## config.mk

```make
export PLATFORM = sky130hd
export DESIGN_NAME = fetch_sequencer_flat
export DESIGN_NICKNAME = d
export VERILOG_FILES = /design/src/rtl/fetch_sequencer_if.sv /design/src/rtl/fetch_sequencer.sv /design/src/flat_wrapper.sv
export SDC_FILE = /design/constraint.sdc
export NUM_CORES = 1
export LEC_CHECK = 0
export ABC_AREA = 1
export CAP_MARGIN = 20
export CORE_MARGIN = 2
export CORE_UTILIZATION = 40
export CTS_CLUSTER_DIAMETER = 150
export CTS_CLUSTER_SIZE = 12
export DETAILED_ROUTE_END_ITERATION = 7
export HOLD_SLACK_MARGIN = 0.1
export PLACE_DENSITY = 0.66
export SYNTH_ARGS = -nofsm -noshare
export SYNTH_HDL_FRONTEND = slang
export SYNTH_SLANG_ARGS = --single-unit
```

## constraint.sdc

```tcl
create_clock -name clk -period 4.5 [get_ports clk]
set_input_delay 0.675 -clock clk [delete_from_list [all_inputs] [get_ports clk]]
set_output_delay 0.675 -clock clk [all_outputs]
set_load 0.02 [all_outputs]
```

## src/rtl/fetch_sequencer_if.sv

```systemverilog
// Fetch-sequencer bundle: run request, decoder flags and PC/status back to the core.
// Master is the sequencer; slave is the top-level/decoder side.
interface fetch_sequencer_if #(
  parameter int PC_W  = 8,
  parameter int OFF_W = 8
);
  logic             start;
  logic [PC_W-1:0]  start_addr;
  logic             halt;
  logic             br_take;
  logic [OFF_W-1:0] br_offset;
  logic             stall;
  logic [PC_W-1:0]  pc;
  logic             instr_valid;
  logic             core_rst;
  logic             done;
  logic             timeout;
  logic [15:0]      cycle_cnt;

  modport master (
    input  start, start_addr, halt, br_take, br_offset, stall,
    output pc, instr_valid, core_rst, done, timeout, cycle_cnt
  );

  modport slave (
    output start, start_addr, halt, br_take, br_offset, stall,
    input  pc, instr_valid, core_rst, done, timeout, cycle_cnt
  );
endinterface

```

## src/rtl/fetch_sequencer.sv

```systemverilog
// Program-flow controller: LOAD clears the core, RUN steps the PC (1 cycle/instr + stalls), DONE on halt or watchdog.
// No backpressure beyond stall; all outputs decode registered state, so none has a combinational path from inputs.
module fetch_sequencer #(
  parameter int PC_W       = 8,
  parameter int OFF_W      = 8,
  parameter int MAX_CYCLES = 4096
) (
  input  logic               clk,
  input  logic               reset,
  fetch_sequencer_if.master  bus
);
  typedef enum logic [1:0] {S_IDLE, S_LOAD, S_RUN, S_DONE} state_t;

  localparam logic [15:0] WD_LAST = 16'(MAX_CYCLES - 1);
  localparam logic [15:0] WD_MAX  = 16'(MAX_CYCLES);

  state_t          state_q, state_d;
  logic [PC_W-1:0] pc_q, pc_d;
  logic [15:0]     cycle_cnt_q, cycle_cnt_d;
  logic            timeout_q, timeout_d;
  logic [PC_W-1:0] br_delta;

  // Signed size cast sign-extends a narrow offset and truncates a wide one.
  assign br_delta = PC_W'($signed(bus.br_offset));

  always_comb begin
    state_d     = state_q;
    pc_d        = pc_q;
    cycle_cnt_d = cycle_cnt_q;
    timeout_d   = timeout_q;
    case (state_q)
      S_IDLE, S_DONE: begin
        if (bus.start) begin
          state_d     = S_LOAD;
          cycle_cnt_d = 16'd0;
          timeout_d   = 1'b0;
        end
      end
      S_LOAD: begin
        state_d = S_RUN;
        pc_d    = bus.start_addr;
      end
      S_RUN: begin
        // Saturate so a stall held across the limit cannot push the count past MAX_CYCLES.
        if (cycle_cnt_q != WD_MAX) cycle_cnt_d = cycle_cnt_q + 16'd1;
        if (!bus.stall) begin
          if (bus.halt) begin
            state_d = S_DONE;
          end else if (cycle_cnt_q >= WD_LAST) begin
            state_d   = S_DONE;
            timeout_d = 1'b1;
          end else if (bus.br_take) begin
            pc_d = pc_q + br_delta;
          end else begin
            pc_d = pc_q + PC_W'(1);
          end
        end
      end
      default: state_d = S_IDLE;
    endcase
  end

  always_ff @(posedge clk or posedge reset) begin
    if (reset) begin
      state_q     <= S_IDLE;
      pc_q        <= '0;
      cycle_cnt_q <= 16'd0;
      timeout_q   <= 1'b0;
    end else begin
      state_q     <= state_d;
      pc_q        <= pc_d;
      cycle_cnt_q <= cycle_cnt_d;
      timeout_q   <= timeout_d;
    end
  end

  assign bus.pc          = pc_q;
  assign bus.cycle_cnt   = cycle_cnt_q;
  assign bus.timeout     = timeout_q;
  assign bus.instr_valid = (state_q == S_RUN);
  assign bus.core_rst    = (state_q == S_LOAD);
  assign bus.done        = (state_q == S_DONE);
endmodule

```

## src/flat_wrapper.sv

```systemverilog
// flat-port wrapper written by rule: the top's interface ports become plain ports
module fetch_sequencer_flat 
#(
  parameter int PC_W       = 8,
  parameter int OFF_W      = 8,
  parameter int MAX_CYCLES = 4096
)
  (clk, reset, bus_start, bus_start_addr, bus_halt, bus_br_take, bus_br_offset, bus_stall, bus_pc, bus_instr_valid, bus_core_rst, bus_done, bus_timeout, bus_cycle_cnt);
  fetch_sequencer_if #(.PC_W(PC_W), .OFF_W(OFF_W)) bus_i ();
  input  logic clk;
  input  logic reset;
  input wire logic [$bits(bus_i.start)-1:0] bus_start;
  input wire logic [$bits(bus_i.start_addr)-1:0] bus_start_addr;
  input wire logic [$bits(bus_i.halt)-1:0] bus_halt;
  input wire logic [$bits(bus_i.br_take)-1:0] bus_br_take;
  input wire logic [$bits(bus_i.br_offset)-1:0] bus_br_offset;
  input wire logic [$bits(bus_i.stall)-1:0] bus_stall;
  output wire logic [$bits(bus_i.pc)-1:0] bus_pc;
  output wire logic [$bits(bus_i.instr_valid)-1:0] bus_instr_valid;
  output wire logic [$bits(bus_i.core_rst)-1:0] bus_core_rst;
  output wire logic [$bits(bus_i.done)-1:0] bus_done;
  output wire logic [$bits(bus_i.timeout)-1:0] bus_timeout;
  output wire logic [$bits(bus_i.cycle_cnt)-1:0] bus_cycle_cnt;
  assign bus_i.start = bus_start;
  assign bus_i.start_addr = bus_start_addr;
  assign bus_i.halt = bus_halt;
  assign bus_i.br_take = bus_br_take;
  assign bus_i.br_offset = bus_br_offset;
  assign bus_i.stall = bus_stall;
  assign bus_pc = bus_i.pc;
  assign bus_instr_valid = bus_i.instr_valid;
  assign bus_core_rst = bus_i.core_rst;
  assign bus_done = bus_i.done;
  assign bus_timeout = bus_i.timeout;
  assign bus_cycle_cnt = bus_i.cycle_cnt;
  fetch_sequencer #(.PC_W(PC_W), .OFF_W(OFF_W), .MAX_CYCLES(MAX_CYCLES)) u_core (.clk(clk), .reset(reset), .bus(bus_i));
endmodule
```

== Word-level counts from Yosys, hierarchy flattened ==
Cells that the tools add are included.
Word-level totals
  bits in registers: 27
  logic and storage cells: 45
Operators by class
  add/subtract/negate cells: 3
  magnitude comparators: 1
  equality and inequality tests: 11
  multiplexer cells: 18
  reduce and logical (&&, ||, !) cells: 8
Operator list (number)
  2-to-1 mux 16 bit: 2
  2-to-1 mux 8 bit: 4
  one-hot mux 16 bit (2 select lines): 1
  adder 16 x 1 -> 16 bit (second input constant): 1
  >= comparator 16 x 12 -> 1 bit (second input constant): 1
  != test 16 x 13 -> 1 bit (second input constant): 1
  one-hot mux 8 bit (2 select lines): 1
  adder 8 x 1 -> 8 bit (second input constant): 1
  adder 8 bit: 1
  2-to-1 mux 2 bit: 4
  != test 2 bit (second input constant): 4
  one-hot mux 2 bit (3 select lines): 1
  AND reduction 3 bit: 2
  AND reduction 5 bit: 1
  equality test 2 bit (second input constant): 2
  2-to-1 mux 1 bit: 4
  != test 2 x 1 -> 1 bit (second input constant): 2
  AND reduction 4 bit: 1
  nonzero test 2 bit: 2
  != test 3 x 2 -> 1 bit (second input constant): 1
  equality test 2 x 1 -> 1 bit (second input constant): 1
  logical NOT 2 bit: 1
  one-hot mux 1 bit (2 select lines): 1
  OR reduction 2 bit: 1

== Depth between registers and ports, before layout ==
Gate-level depths: netlist (run 1).
  word-level depth: 6
  mapped depth: 14

== Least setup slack after synthesis (run 1) ==
No wires, ideal clock.
  path kind: in2reg
  start: in bus_br_take
  end: reg u_core.pc_q[6] (netlist: u_core.bus.pc[6])
  setup time: 0.117 ns
  data arrival time: 2.008 ns
  required time: 4.383 ns
  path slack: 2.375 ns
  cell stages on the path: 13
  buffers on the path: 1
  cell sequence: clkbuf_1 > nand2_1 > ha_1 > inv_1 > fa_1 > inv_1 > nand2_1 > nand2_1 > nand3b_1 > nand3_1 > nand3_1 > nand3_2 > nand2_1
Between the ends
  longest elaborated chain between the ends: 5
RTL lines
  start, declared: line flat_wrapper.sv:15  | input wire logic [$bits(bus_i.br_take)-1:0] bus_br_take;
  2-to-1 mux 8 bit: line fetch_sequencer.sv:52  | end else if (bus.br_take) begin
  2-to-1 mux 8 bit: line fetch_sequencer.sv:49  | end else if (cycle_cnt_q >= WD_LAST) begin
  2-to-1 mux 8 bit: line fetch_sequencer.sv:47  | if (bus.halt) begin
  2-to-1 mux 8 bit: line fetch_sequencer.sv:46  | if (!bus.stall) begin
  one-hot mux 8 bit (2 select lines): line fetch_sequencer.sv:31  | case (state_q)
  end signal, assigned: line fetch_sequencer.sv:71  | pc_q <= pc_d;
  end, declared: line fetch_sequencer.sv:18  | logic [PC_W-1:0] pc_q, pc_d;
Every way passes these cells. The select of a mux whose other input is x is not followed.
A chain may end at the register's enable or synchronous reset.

== Final worst setup path (run 1) ==
  start: reg u_core.state_q[0]
  end: out bus_instr_valid
Between the ends
  longest elaborated chain between the ends: 1
RTL lines
  start, declared: line fetch_sequencer.sv:17  | state_t state_q, state_d;
  start signal, assigned: line fetch_sequencer.sv:70  | state_q <= state_d;
  equality test 2 bit: line fetch_sequencer.sv:80  | assign bus.instr_valid = (state_q == S_RUN);
  end, declared: line flat_wrapper.sv:19  | output wire logic [$bits(bus_i.instr_valid)-1:0] bus_instr_valid;
Every way passes these cells.

==> results.json, run 1 <==
{
  "status": "complete, no violations",
  "synthesis.nets": 347,
  "core_area_sq_um": 5170,
  "drt.antenna.violating_nets": 0,
  "antenna_found_initial": 0,
  "worstSkewPairLatency_ns": 0.28,
  "drt-met1-wl_microns": 2470,
  "synth_ff_type": "dfrtp_1",
  "top_layer": "met4",
  "fin_cells": 428,
  "die_h_microns": 77.9,
  "hpwlAfterDp_microns": 3870,
  "crit_path_end_kind": "output port",
  "period_minus_slack_ns": 2.80,
  "hold_violations": 0,
  "ys_seq_area_frac": 0.309,
  "cts_num_sinks": 27,
  "cts_buffers": 3,
  "cp-start-kind": "flip-flop",
  "arrival_ns": 2.12,
  "route.vias.total": 2077,
  "fin_nets": 395,
  "critPathMaxFanout": 18,
  "synthCells": 311,
  "cts_setup_buffers": 0,
  "min_period_over_period": 0.621,
  "grt_pass1_vias": 2109,
  "final_util": 0.539,
  "ir_drop_mv": 0.235,
  "wire_per_inst_microns": 12.1,
  "io_pins": 50,
  "rows": 26,
  "ys_warn_count": 0,
  "synth_edf_count": 0,
  "clk_path_buf_depth": 2,
  "gp_congestion": 0.853,
  "ctsHoldBuffers": 0,
  "ys_seq_elements": 27,
  "hold-worst-slack_ns": 0.505,
  "crit_required_ns": 3.83,
  "wl_met2_microns": 2360,
  "skew_ns": 0.00407,
  "setup_viol": 0,
  "report.final.slew_viol_count": 0,
  "synth.largest_area_cell": "dfrtp_1",
  "pwr_density_cell_nw_per_um2": 488,
  "max_slew.worst_pin.slew_ns": 0.538,
  "hold_class": "reg2reg",
  "viasPerCell": 4.85,
  "maxCapViolCount": 0,
  "htree_levels": 1,
  "grt_max_degree": 28,
  "synthTopCellsByArea": "dfrtp_1 (31%), nand2_1 (16%), nand3_1 (8.3%), ha_1 (7.4%), inv_1 (6.4%)",
  "dieArea_sq_um": 6070,
  "start_util": 0.422,
  "leakage_nw": 1.30,
  "drt_pass1_iterations": 4,
  "wl_met3_microns": 226,
  "synth_top_area_frac": 0.309,
  "fp.dieW_microns": 77.9,
  "slew_headroom": 0.641,
  "yosysMostFrequentCell": "nand2_1",
  "diodes": 0,
  "grt_pass1_wl_microns": 9110,
  "rsz0062_at_grt": "no",
  "path_clk_slew_ns": 0.09,
  "ys_types": 32,
  "cts_tree": "built",
  "placedCellCount": 423,
  "wl_microns": 5160,
  "clock.fmax_mhz": 358,
  "fin_setup_tns_ns": 0,
  "cts_root_buf": "clkbuf_8",
  "io_buffers": 49,
  "overflow": 0,
  "synth_area_sq_um": 2180,
  "async_flop_share": 1.00,
  "layout-drive-gt1-share": 0.0838,
  "drc": 0,
  "drtIter0Drc": 32,
  "grtUsageTotal": 0.185,
  "synth_common_cells": "nand2_1 (91), inv_1 (37), nand3_1 (36)",
  "crit_type": "reg2out",
  "cts_resized": 0,
  "avgSynthCellArea_sq_um": 7.02,
  "syn_to_final_growth_pct": 27.6
}
-- state kept, by name, indices dropped and copies added, names as in the netlist --
register and flops:
u_core.state_q 2, u_core.bus.pc 8, u_core.bus.timeout 1, u_core.bus.cycle_cnt 16
-- logic make-up (layout without fill, tap and decap cells) --
group	Yosys count	after routing	share of synthesized area
AOI/OAI and AO/OA	31	31	0.0757
xor gates and xnor gates	6	6	0.0241
adders and majority gates	14	14	0.0837
buffers and inverters	46	93	0.0905
DFF	27	27	0.309
and+or+nand+nor	187	187	0.417
-- placed cells by master, fill, tap and decap left out, drive strengths merged --
| cell | n |
|---|---|
| nor3 | 1 |
| and2 | 1 |
| nand4 | 4 |
| nor2 | 30 |
| xnor2 | 1 |
| clkbuf | 4 |
| ha | 13 |
| xor2 | 5 |
| nand2 | 97 |
| dfrtp | 27 |
| nand3b | 7 |
| a21oi | 7 |
| nand3 | 41 |
| buf | 2 |
| o21bai | 1 |
| or2 | 6 |
| clkdlybuf4s50 | 49 |
| inv | 38 |
| fa | 1 |
| o21ai | 23 |
-- layout make-up --
type,instances,area (sq um)
sequential,27,676
inverter,38,143
fill,513,2390
clock buffer,4,45.0
multi-input combinational,238,1310
timing repair buffer,51,526
tap,70,87.6
-- through the flow --
stage	cell area [sq um]	setup slack (ns)	total power [mW]
final	2790	1.70	1.36
after global routing	2790	1.59	1.50
after CTS	2760	1.69	1.38
after detailed placement	2710	1.79	1.23
after global placement	2710	1.83	1.21
after floorplan	2180	2.38	1.00
-- report_power, final --
group	leakage [nW]	internal [mW]	total, mW	switching (mW)
logic	0.916	0.327	0.865	0.538
clock network	0.0228	0.0637	0.143	0.0788
registers	0.358	0.301	0.352	0.0516
-- layer usage --
layer / vias up / track usage
met5: - / 0
met4: 0 / 0.0857
met3: 7 / 0.0267
met2: 57 / 0.309
met1: 926 / 0.234
li1: 1087 / -
-- worst paths after layout --
check | end | start | slack (ns) | depth (start not counted)
min in group asynchronous | u_core.bus.pc[1]$_DFFE_PP0P_ | reset | 0.61 | 2
hold / removal | u_core.bus.timeout$_DFFE_PP0P_ | u_core.bus.timeout$_DFFE_PP0P_ | 0.51 | 2
setup reg to reg | u_core.bus.cycle_cnt[10]$_DFFE_PP0P_ | u_core.state_q[0]$_DFFE_PP0P_ | 2.03 | 10
max in group asynchronous | u_core.bus.cycle_cnt[14]$_DFFE_PP0P_ | reset | 3.49 | 3
hold reg to reg | u_core.bus.timeout$_DFFE_PP0P_ | u_core.bus.timeout$_DFFE_PP0P_ | 0.51 | 2
setup / recovery | bus_instr_valid | u_core.state_q[0]$_DFFE_PP0P_ | 1.70 | 4
-- worst max-delay path, cell delays in order, from the launching register on --
cell             delay (ns)
dfrtp_1                0.44
inv_1                  0.08
ha_1                   0.38
buf_4                  0.31
clkdlybuf4s50_1        0.64
Note: power is estimated with default switching activity, not from simulation.
==> run 2, diff against run 1 <==
Clock period 4.5 ns to 2.8 ns, I/O delays scaled along.
==> run 2 against run 1 <==
Net effect:
- die area did not move
- non-clock buffer count rose by 1
- cell area fell by 0.45%
- clock-buffer cell count did not move
- sequential power rose by 62%
- combinational power rose by 62%
- clock skew rose by 0.0029 ns
- power rose by 61%
- clock power rose by 59%
- utilization fell by 0.24 points
- critical endpoint is now u_core.bus.pc[6]$_DFFE_PP0P_
- highest routed layer unchanged
==> results.json, run 2 (synthesized netlist as in run 1, its figures left out) <==
{
  "slew_headroom": 0.637,
  "layout-drive-gt1-share": 0.0864,
  "cts_setup_buffers": 0,
  "final_cell_area_sq_um": 2770,
  "drtIter0Drc": 72,
  "clock.fmax_mhz": 460,
  "cpLargestDelayFamily": "buffers and inverters",
  "slowest_stage": "clkdlybuf4s50_1",
  "grt_pass1_wl_microns": 9310,
  "start_util": 0.422,
  "drc": 0,
  "pwr_density_cell_nw_per_um2": 791,
  "wl_microns": 5230,
  "p_sw_mw": 1.08,
  "crit_buf_inv": 3,
  "htree_levels": 1,
  "path_clk_slew_ns": 0.09,
  "core_area_sq_um": 5170,
  "die_h_microns": 77.9,
  "fp.dieW_microns": 77.9,
  "gp_congestion": 0.843,
  "max_stage_delay_ns": 0.58,
  "path_cells": "clkdlybuf4s50_1 -> nand2_1 -> ha_1 -> inv_1 -> fa_1 -> inv_1 -> nand2_1 -> nand2_1 -> nand3b_1 -> nand3_1 -> nand3_1 -> nand3_2 -> nand2_1",
  "hold_violations": 0,
  "power.share.clock": 0.103,
  "report.final.slew_viol_count": 0,
  "skew_ns": 0.00695,
  "total_power_mw": 2.19,
  "grt_max_degree": 28,
  "drt_pass1_iterations": 4,
  "io_buffers": 49,
  "worstSkewPairLatency_ns": 0.28,
  "comb_power_share": 0.637,
  "clk_path_buf_depth": 2,
  "fin_setup_tns_ns": 0,
  "cts_resized": 0,
  "hpwlAfterDp_microns": 4000,
  "period_minus_slack_ns": 2.17,
  "ctsHoldBuffers": 0,
  "drt.antenna.violating_nets": 0,
  "rr_endpoint": "u_core.bus.cycle_cnt[11]$_DFFE_PP0P_",
  "crit_required_ns": 2.97,
  "max_slew.worst_pin.slew_ns": 0.545,
  "r2r-start": "u_core.state_q[0]$_DFFE_PP0P_",
  "critPathMaxFanout": 9,
  "route.vias.total": 2093,
  "min_period_over_period": 0.776,
  "status": "complete, no violations",
  "grtUsageTotal": 0.186,
  "crit_top_cell": "nand2_1",
  "final_common_cell": "nand2_1",
  "rsz0062_at_grt": "no",
  "syn_to_final_growth_pct": 27.0,
  "ir_drop_mv": 0.358,
  "crit_path_end_kind": "flip-flop",
  "power.internal_mw": 1.11,
  "final_cell_mix": "nand2_1 (91), clkdlybuf4s50_1 (49), inv_1 (37)",
  "fin_nets": 396,
  "cts_tree": "built",
  "wire_per_inst_microns": 12.2,
  "placed_area_sq_um": 2730,
  "io_pins": 50,
  "maxCapViolCount": 0,
  "crit_type": "in2reg",
  "cts_num_sinks": 27,
  "antenna_found_initial": 0,
  "setup_viol": 0,
  "largest_reg_flops": 16,
  "dieArea_sq_um": 6070,
  "diodes": 0,
  "cp-start-kind": "input pin",
  "rrSetupSlack_ns": 0.65,
  "overflow": 0,
  "viasPerCell": 4.88,
  "cts_root_buf": "clkbuf_8",
  "reg2reg_depth": 9,
  "cts_buffers": 3,
  "grt_pass1_vias": 2110,
  "rows": 26,
  "hold_class": "in2async",
  "fillers": 518,
  "seqPwrFrac": 0.260,
  "hold-worst-slack_ns": 0.494,
  "leakage_nw": 1.29,
  "p_sw_frac": 0.492,
  "arrival_ns": 2.35
}
## run 2: changes by cell type in the layout (fill, tap and decap cells not counted), sizes merged
cell  previous run  this run
buf              2         3
## run 2: power groups by stage
stage	combinational (mW)	clock (mW)	sequential, mW
2_1_floorplan	0.964	0	0.644
3_3_place_gp	1.38	0	0.576
3_5_place_dp	1.41	0	0.580
4_1_cts	1.42	0.237	0.572
5_1_grt	1.58	0.251	0.584
6_report	1.40	0.227	0.570
## run 2: layout make-up
| class | instances | area, sq um | area share |
|---|---|---|---|
| Timing Repair Buffer | 52 | 513 | 0.185 |
| Clock buffer | 4 | 45.0 | 0.0162 |
| Inverter | 38 | 143 | 0.0514 |
| Sequential cell | 27 | 676 | 0.244 |
| Multi-Input combinational cell | 238 | 1310 | 0.472 |
| Tap cell | 70 | 87.6 | 0.0316 |
## run 2: through the flow
step	util	std cells	setup slack (ns)
floorplan	-	311	0.930
global placement	0.528	425	0.402
detailed placement	0.528	425	0.338
CTS	0.536	429	0.621
global route	0.536	429	0.388
finish	0.536	429	0.626
## run 2: worst max path at each step
stage                                       start                                  end  slack (ns)  cells past startpoint
global placement                      bus_br_take         u_core.bus.pc[6]$_DFFE_PP0P_        0.40                     13
detailed placement                    bus_br_take         u_core.bus.pc[6]$_DFFE_PP0P_        0.34                     13
global route        u_core.state_q[0]$_DFFE_PP0P_  u_core.bus.cycle_cnt[9]$_DFFE_PP0P_        0.39                     10
CTS                                   bus_br_take         u_core.bus.pc[6]$_DFFE_PP0P_        0.62                     13
finish                                bus_br_take         u_core.bus.pc[6]$_DFFE_PP0P_        0.63                     13
floorplan                             bus_br_take         u_core.bus.pc[6]$_DFFE_PP0P_        0.93                     13
## run 2: layer usage
metal	track usage	wire length, microns
met2	0.331	2500
met1	0.235	2460
met5	0	0
met3	0.0233	209
met4	0.0500	68
## run 2: worst reg2reg max path, stage by stage, from the launching register on
cell,delay [ns]
dfrtp_1,0.44
inv_1,0.06
ha_1,0.24
buf_4,0.21
nand3_1,0.12
nor2_1,0.06
a21oi_2,0.44
inv_2,0.28
nand2_1,0.12
o21ai_1,0.06
